[config.mk]
export PLATFORM = sky130hd
export DESIGN_NAME = t1_retire_watchdog
export DESIGN_NICKNAME = d
export VERILOG_FILES = /design/src/rtl/t1_retire_watchdog.sv
export SDC_FILE = /design/constraint.sdc
export NUM_CORES = 1
export LEC_CHECK = 0
export CAP_MARGIN = 20
export CORE_MARGIN = 2
export CORE_UTILIZATION = 39
export CTS_CLUSTER_SIZE = 12
export DETAILED_ROUTE_END_ITERATION = 6
export PLACE_DENSITY = 0.75
export SETUP_SLACK_MARGIN = 0.4
export SLEW_MARGIN = 20
export SYNTH_ARGS = -nofsm -noshare
export SYNTH_HDL_FRONTEND = slang
export SYNTH_SLANG_ARGS = --single-unit
[constraint.sdc]
create_clock -name clock -period 2.7 [get_ports clock]
set_input_delay 0.54 -clock clock [delete_from_list [all_inputs] [get_ports clock]]
set_output_delay 0.54 -clock clock [all_outputs]
set_load 0.03 [all_outputs]
[src/rtl/t1_retire_watchdog.sv]
// Retire-progress watchdog producing the sticky sim-control status byte (0 run, 255 done, else error).
// Optional retire/gap statistics are enabled by defining T1_WATCHDOG_STATS_EN.
module t1_retire_watchdog #(
    parameter int TIMEOUT_W     = 32,
    parameter int DRAIN_CYCLES  = 64,
    parameter int OUTSTANDING_W = 8
) (
    input  logic                     clock,
    input  logic                     reset,
    input  logic [TIMEOUT_W-1:0]     timeout_limit,
    input  logic                     retire_valid,
    input  logic                     quit_valid,
    input  logic [7:0]               quit_code,
    input  logic [OUTSTANDING_W-1:0] outstanding,
    output logic [7:0]               status,
    output logic [7:0]               fail_code,
    output logic [TIMEOUT_W-1:0]     idle_cycles,
    output logic [63:0]              retired_total,
    output logic [TIMEOUT_W-1:0]     max_gap
);
    localparam int DRAIN_W = $clog2(DRAIN_CYCLES + 1);

    typedef enum logic [1:0] {S_RUN, S_DRAIN, S_DONE, S_ERROR} state_t;

    state_t               state_q, state_d;
    logic [7:0]           status_q, status_d;
    logic [7:0]           fail_q, fail_d;
    logic [TIMEOUT_W-1:0] idle_q, idle_d;
    logic [DRAIN_W-1:0]   drain_q, drain_d;
    logic                 active;
    logic                 gap_timeout;

    assign active = (state_q == S_RUN) || (state_q == S_DRAIN);
    // The gap expires on the edge whose idle count would reach the limit.
    assign gap_timeout = (timeout_limit != '0) && (idle_q == timeout_limit - TIMEOUT_W'(1));

    always_comb begin
        state_d  = state_q;
        status_d = status_q;
        fail_d   = fail_q;
        idle_d   = idle_q;
        drain_d  = drain_q;
        if (active) begin
            if (retire_valid)
                idle_d = '0;
            else if (idle_q != '1)
                idle_d = idle_q + TIMEOUT_W'(1);
        end
        case (state_q)
            S_RUN: begin
                if (quit_valid && quit_code != 8'd0) begin
                    state_d  = S_ERROR;
                    status_d = 8'd2;
                    fail_d   = quit_code;
                end else if (quit_valid) begin
                    state_d = S_DRAIN;
                    drain_d = '0;
                end else if (!retire_valid && gap_timeout) begin
                    state_d  = S_ERROR;
                    status_d = 8'd1;
                end
            end
            S_DRAIN: begin
                if (outstanding == '0) begin
                    state_d  = S_DONE;
                    status_d = 8'd255;
                end else if (drain_q == DRAIN_W'(DRAIN_CYCLES - 1)) begin
                    state_d  = S_ERROR;
                    status_d = 8'd3;
                end else begin
                    drain_d = drain_q + DRAIN_W'(1);
                end
            end
            default: ;
        endcase
    end

    always_ff @(posedge clock or negedge reset) begin
        if (!reset) begin
            state_q  <= S_RUN;
            status_q <= '0;
            fail_q   <= '0;
            idle_q   <= '0;
            drain_q  <= '0;
        end else begin
            state_q  <= state_d;
            status_q <= status_d;
            fail_q   <= fail_d;
            idle_q   <= idle_d;
            drain_q  <= drain_d;
        end
    end

    assign status      = status_q;
    assign fail_code   = fail_q;
    assign idle_cycles = idle_q;

`ifdef T1_WATCHDOG_STATS_EN
    logic [63:0]          retired_q, retired_d;
    logic [TIMEOUT_W-1:0] max_gap_q, max_gap_d;

    always_comb begin
        retired_d = retired_q;
        max_gap_d = max_gap_q;
        if (active && retire_valid) begin
            retired_d = retired_q + 64'd1;
            if (idle_q > max_gap_q)
                max_gap_d = idle_q;
        end
        // A gap that ends in a timeout never closes, so record it as it trips.
        if (state_q == S_RUN && state_d == S_ERROR && status_d == 8'd1 && idle_d > max_gap_q)
            max_gap_d = idle_d;
    end

    always_ff @(posedge clock or negedge reset) begin
        if (!reset) begin
            retired_q <= '0;
            max_gap_q <= '0;
        end else begin
            retired_q <= retired_d;
            max_gap_q <= max_gap_d;
        end
    end

    assign retired_total = retired_q;
    assign max_gap       = max_gap_q;
`else
    assign retired_total = '0;
    assign max_gap       = '0;
`endif
endmodule

==> results.cfg <==
[synthesis]
synthCells = 519
ys_seq_area_frac = 0.295
ys_types = 50
yosys_most_used_dff = dfrtp_1
synth_edf_count = 0
syn_area_per_cell_um2 = 8.49
ys_ff_latch = 52
netlist_area_um2 = 4410
ys.warnings.count = 0
async_flop_share = 1.00

[floorplan]
die_x_um = 110
fp.dieArea_um2 = 12200
fp-row-count = 38
io_pins = 196
start_util = 0.403
coreArea_um2 = 10900
fp.dieH_um = 110

[global_routing]
grt_max_degree = 29
grt_pass1_wl_mm = 19.1
top_usage_layer = met2
grtUsageMet3 = 0.0494
grt-ovfl-total = 0
grtUsageMet1 = 0.230
grt_use_total = 0.200
antenna_found_initial = 0
use_met2 = 0.371
grt_pass1_vias = 3976

[setup_path]
cpMostUsedCell = buf_6
crit_cells = 10
r2r_slack_ns = 0.29
path_buf_inv = 2
path_delay_family = simple AND/OR/NAND/NOR gates
slowest_delay_ns = 0.53
reg2reg_depth = 9
worstPathRequired_ns = 2.88
end_kind = register
path_max_fanout = 5
start_kind = primary input
r2r-end = status[6]
cp_slowest_cell = or4_4
r2r-start = idle_cycles[3]
crit_chain = buf_6 -> or4_4 -> or3_4 -> buf_6 -> nor3_4 -> xnor2_1 -> nand3_1 -> nor4_4 -> nand4_4 -> a311o_1
critPathKind = in2reg
arrival_ns = 2.96

[clock_network]
clkTransAtPathRegs_ns = 0.07
htreeDepth = 2
clock_latency_ns = 0.29
cts-root-buf = clkbuf_16
clock_sinks = 52
cts_tree = built
cts_buffers = 5
cts_max_path_buffers = 2

[sta]
clock-skew-final_ns = 0.00485
slew-limit-headroom = 0.549
drv_slew = 0
worst-slew-pin-transition_ns = 0.676
fin_crit_sh = 1.03
hold_viol = 0
setup_ws_ns = -0.0838
period_needed_ns = 2.78
finalSetupViolCount = 2
grt_setup_unrepaired = true
max_freq_mhz = 359
fin_tns_setup_ns = -0.0946

[route]
drt-vias-per-instance = 4.96
initialDrtViolationCount = 237
firstDrtPassIters = 5
drc = 0
detail_route.wl_per_cell_um = 15.4
route.antenna.remaining_nets = 0
vias = 4273
routed_wl_mm = 13.3

[outcome]
violations = negative setup slack
status = finished, violations left

[power_and_ir_drop]
irDropWorstVdd_v = 0.000627
leakage_nw = 3.06
power_density_nw_per_um2 = 470

[placed_design]
pre_cts_ws_ns = -0.708
port_buffers = 99
hpwl_mm = 9.53
gp_congestion = 0.847

[layout]
fin_util = 0.605
multi_input_area_um2 = 3070
final.fill_count = 916
synthToLayoutAreaGrowth_pct = 50.2
regArea_um2 = 1320
num_antenna_cells = 0
nNetsFinal = 776
layout-drive-gt1-share = 0.326

[hold_path]
hold_path.class = in2async

[flow_run]
cap_violations = 0
[where the power goes]
part	total, W	leakage, nW	switching [W]	internal [W]
clock network	0.000658	0.0712	0.000287	0.000371
logic	0.00138	2.32	0.000786	0.000596
registers	0.00107	0.666	0.000157	0.000912
[flip-flops by register name, summed over array words and instances (netlist names)]
name,flops
idle_cycles,32
fail_code,8
drain_q,7
status,3
state_q,2
[through the flow]
step	instance area, µm²	power, W	instances	hold WS, ns
2_1_floorplan	4890	0.00186	614	0.244
3_3_place_gp	5790	0.00221	811	0.491
3_5_place_dp	5790	0.00225	811	0.498
4_1_cts	6120	0.00294	834	0.281
5_1_grt	6620	0.00326	861	0.304
6_report	6620	0.00311	861	0.260
[layer usage]
layer | up-vias | part of all wire
li1 | 2008 | -
met1 | 2035 | 0.37
met2 | 207 | 0.52
met3 | 23 | 0.092
met4 | 0 | 0.018
met5 | - | 0
[kinds of logic after synthesis]
logic type / count (synthesis) / share of synthesized area
compound gates: 54 / 0.0787
xor+xnor: 73 / 0.145
fa+ha+maj: 4 / 0.0114
buf+inv: 124 / 0.192
flops: 52 / 0.295
mux: 11 / 0.0273
other cells: 1 / 0.000851
simple gates: 200 / 0.249
[how the worst max path moves through the flow]
stage / slack [ns] / end / startpoint
2_1_floorplan: -0.004 / status[6] / timeout_limit[24]
3_5_place_dp: -0.71 / status[6] / timeout_limit[4]
5_1_grt: -0.22 / status[6] / timeout_limit[5]
4_1_cts: -0.16 / status[6] / timeout_limit[26]
3_3_place_gp: -0.62 / status[6] / timeout_limit[24]
6_report: -0.08 / status[6] / timeout_limit[26]
[cell usage after synthesis, types with 2 or more instances]
| cell type | count | area [µm²] |
|---|---|---|
| nor2b_1 | 4 | 25.0 |
| inv_1 | 9 | 33.8 |
| mux2i_1 | 3 | 30.0 |
| o21ai_0 | 18 | 90.1 |
| buf_4 | 101 | 758 |
| o211ai_1 | 3 | 22.5 |
| nor4_2 | 6 | 75.1 |
| clkbuf_1 | 12 | 45.0 |
| xnor2_1 | 33 | 289 |
| nand3_1 | 19 | 95.1 |
| nand2b_1 | 9 | 56.3 |
| and4_1 | 5 | 43.8 |
| ha_1 | 4 | 50.1 |
| a221oi_1 | 2 | 17.5 |
| dfrtp_1 | 52 | 1300 |
| nor3_1 | 18 | 90.1 |
| or4_1 | 11 | 82.6 |
| o41ai_1 | 4 | 35.0 |
| nor3b_1 | 3 | 22.5 |
| xor2_1 | 40 | 350 |
| or2_2 | 3 | 18.8 |
| and3_1 | 7 | 43.8 |
| nand4_1 | 10 | 62.6 |
| mux2_2 | 8 | 90.1 |
| nor4_1 | 11 | 68.8 |
| a31oi_1 | 4 | 25.0 |
| nand3b_1 | 3 | 22.5 |
| nand4_2 | 2 | 25.0 |
| or3_1 | 6 | 37.5 |
| o21bai_1 | 2 | 15.0 |
| nand2_1 | 26 | 97.6 |
| a21oi_1 | 12 | 60.1 |
| nor2_1 | 52 | 195 |
[cell usage in the layout, fill, tap and decap left out, types with 12 or more instances in the layout]
master	count
buf_4	104
conb_1	96
clkdlybuf4s50_1	53
nor2_1	46
xor2_1	39
dfrtp_1	38
xnor2_1	31
nand2_1	23
nand3_1	15
o21ai_0	15
dfrtp_2	14
dlymetal6s2s_1	14
nor3_1	13
buf_6	12
[worst reg2reg max path, stage by stage, from the launching register on]
cell     delay, ns
dfrtp_2       0.40
buf_4         0.16
xor2_1        0.17
xnor2_1       0.16
nand4_1       0.12
nor4_2        0.27
o41ai_2       0.13
nor4_2        0.32
nand4_4       0.21
a311o_1       0.36
[what timing repair did]
action / 4_1_cts / 5_1_grt
buffers inserted: 15 / 27
resized for setup: 70 / 99
setup endpoints to repair: 35 / 31
pin swaps: 29 / 52
hold buffers: 0 / 0
[area by class of cell]
| cell class | instances | share of cell area |
|---|---|---|
| Multi-Input combinational cell | 438 | 0.465 |
| Timing Repair Buffer | 214 | 0.282 |
| Sequential cell | 52 | 0.199 |
| Tap cell | 140 | 0.0265 |
| Clock buffer | 8 | 0.0221 |
| Inverter | 9 | 0.00510 |
Note: power is estimated with default switching activity, not from simulation.
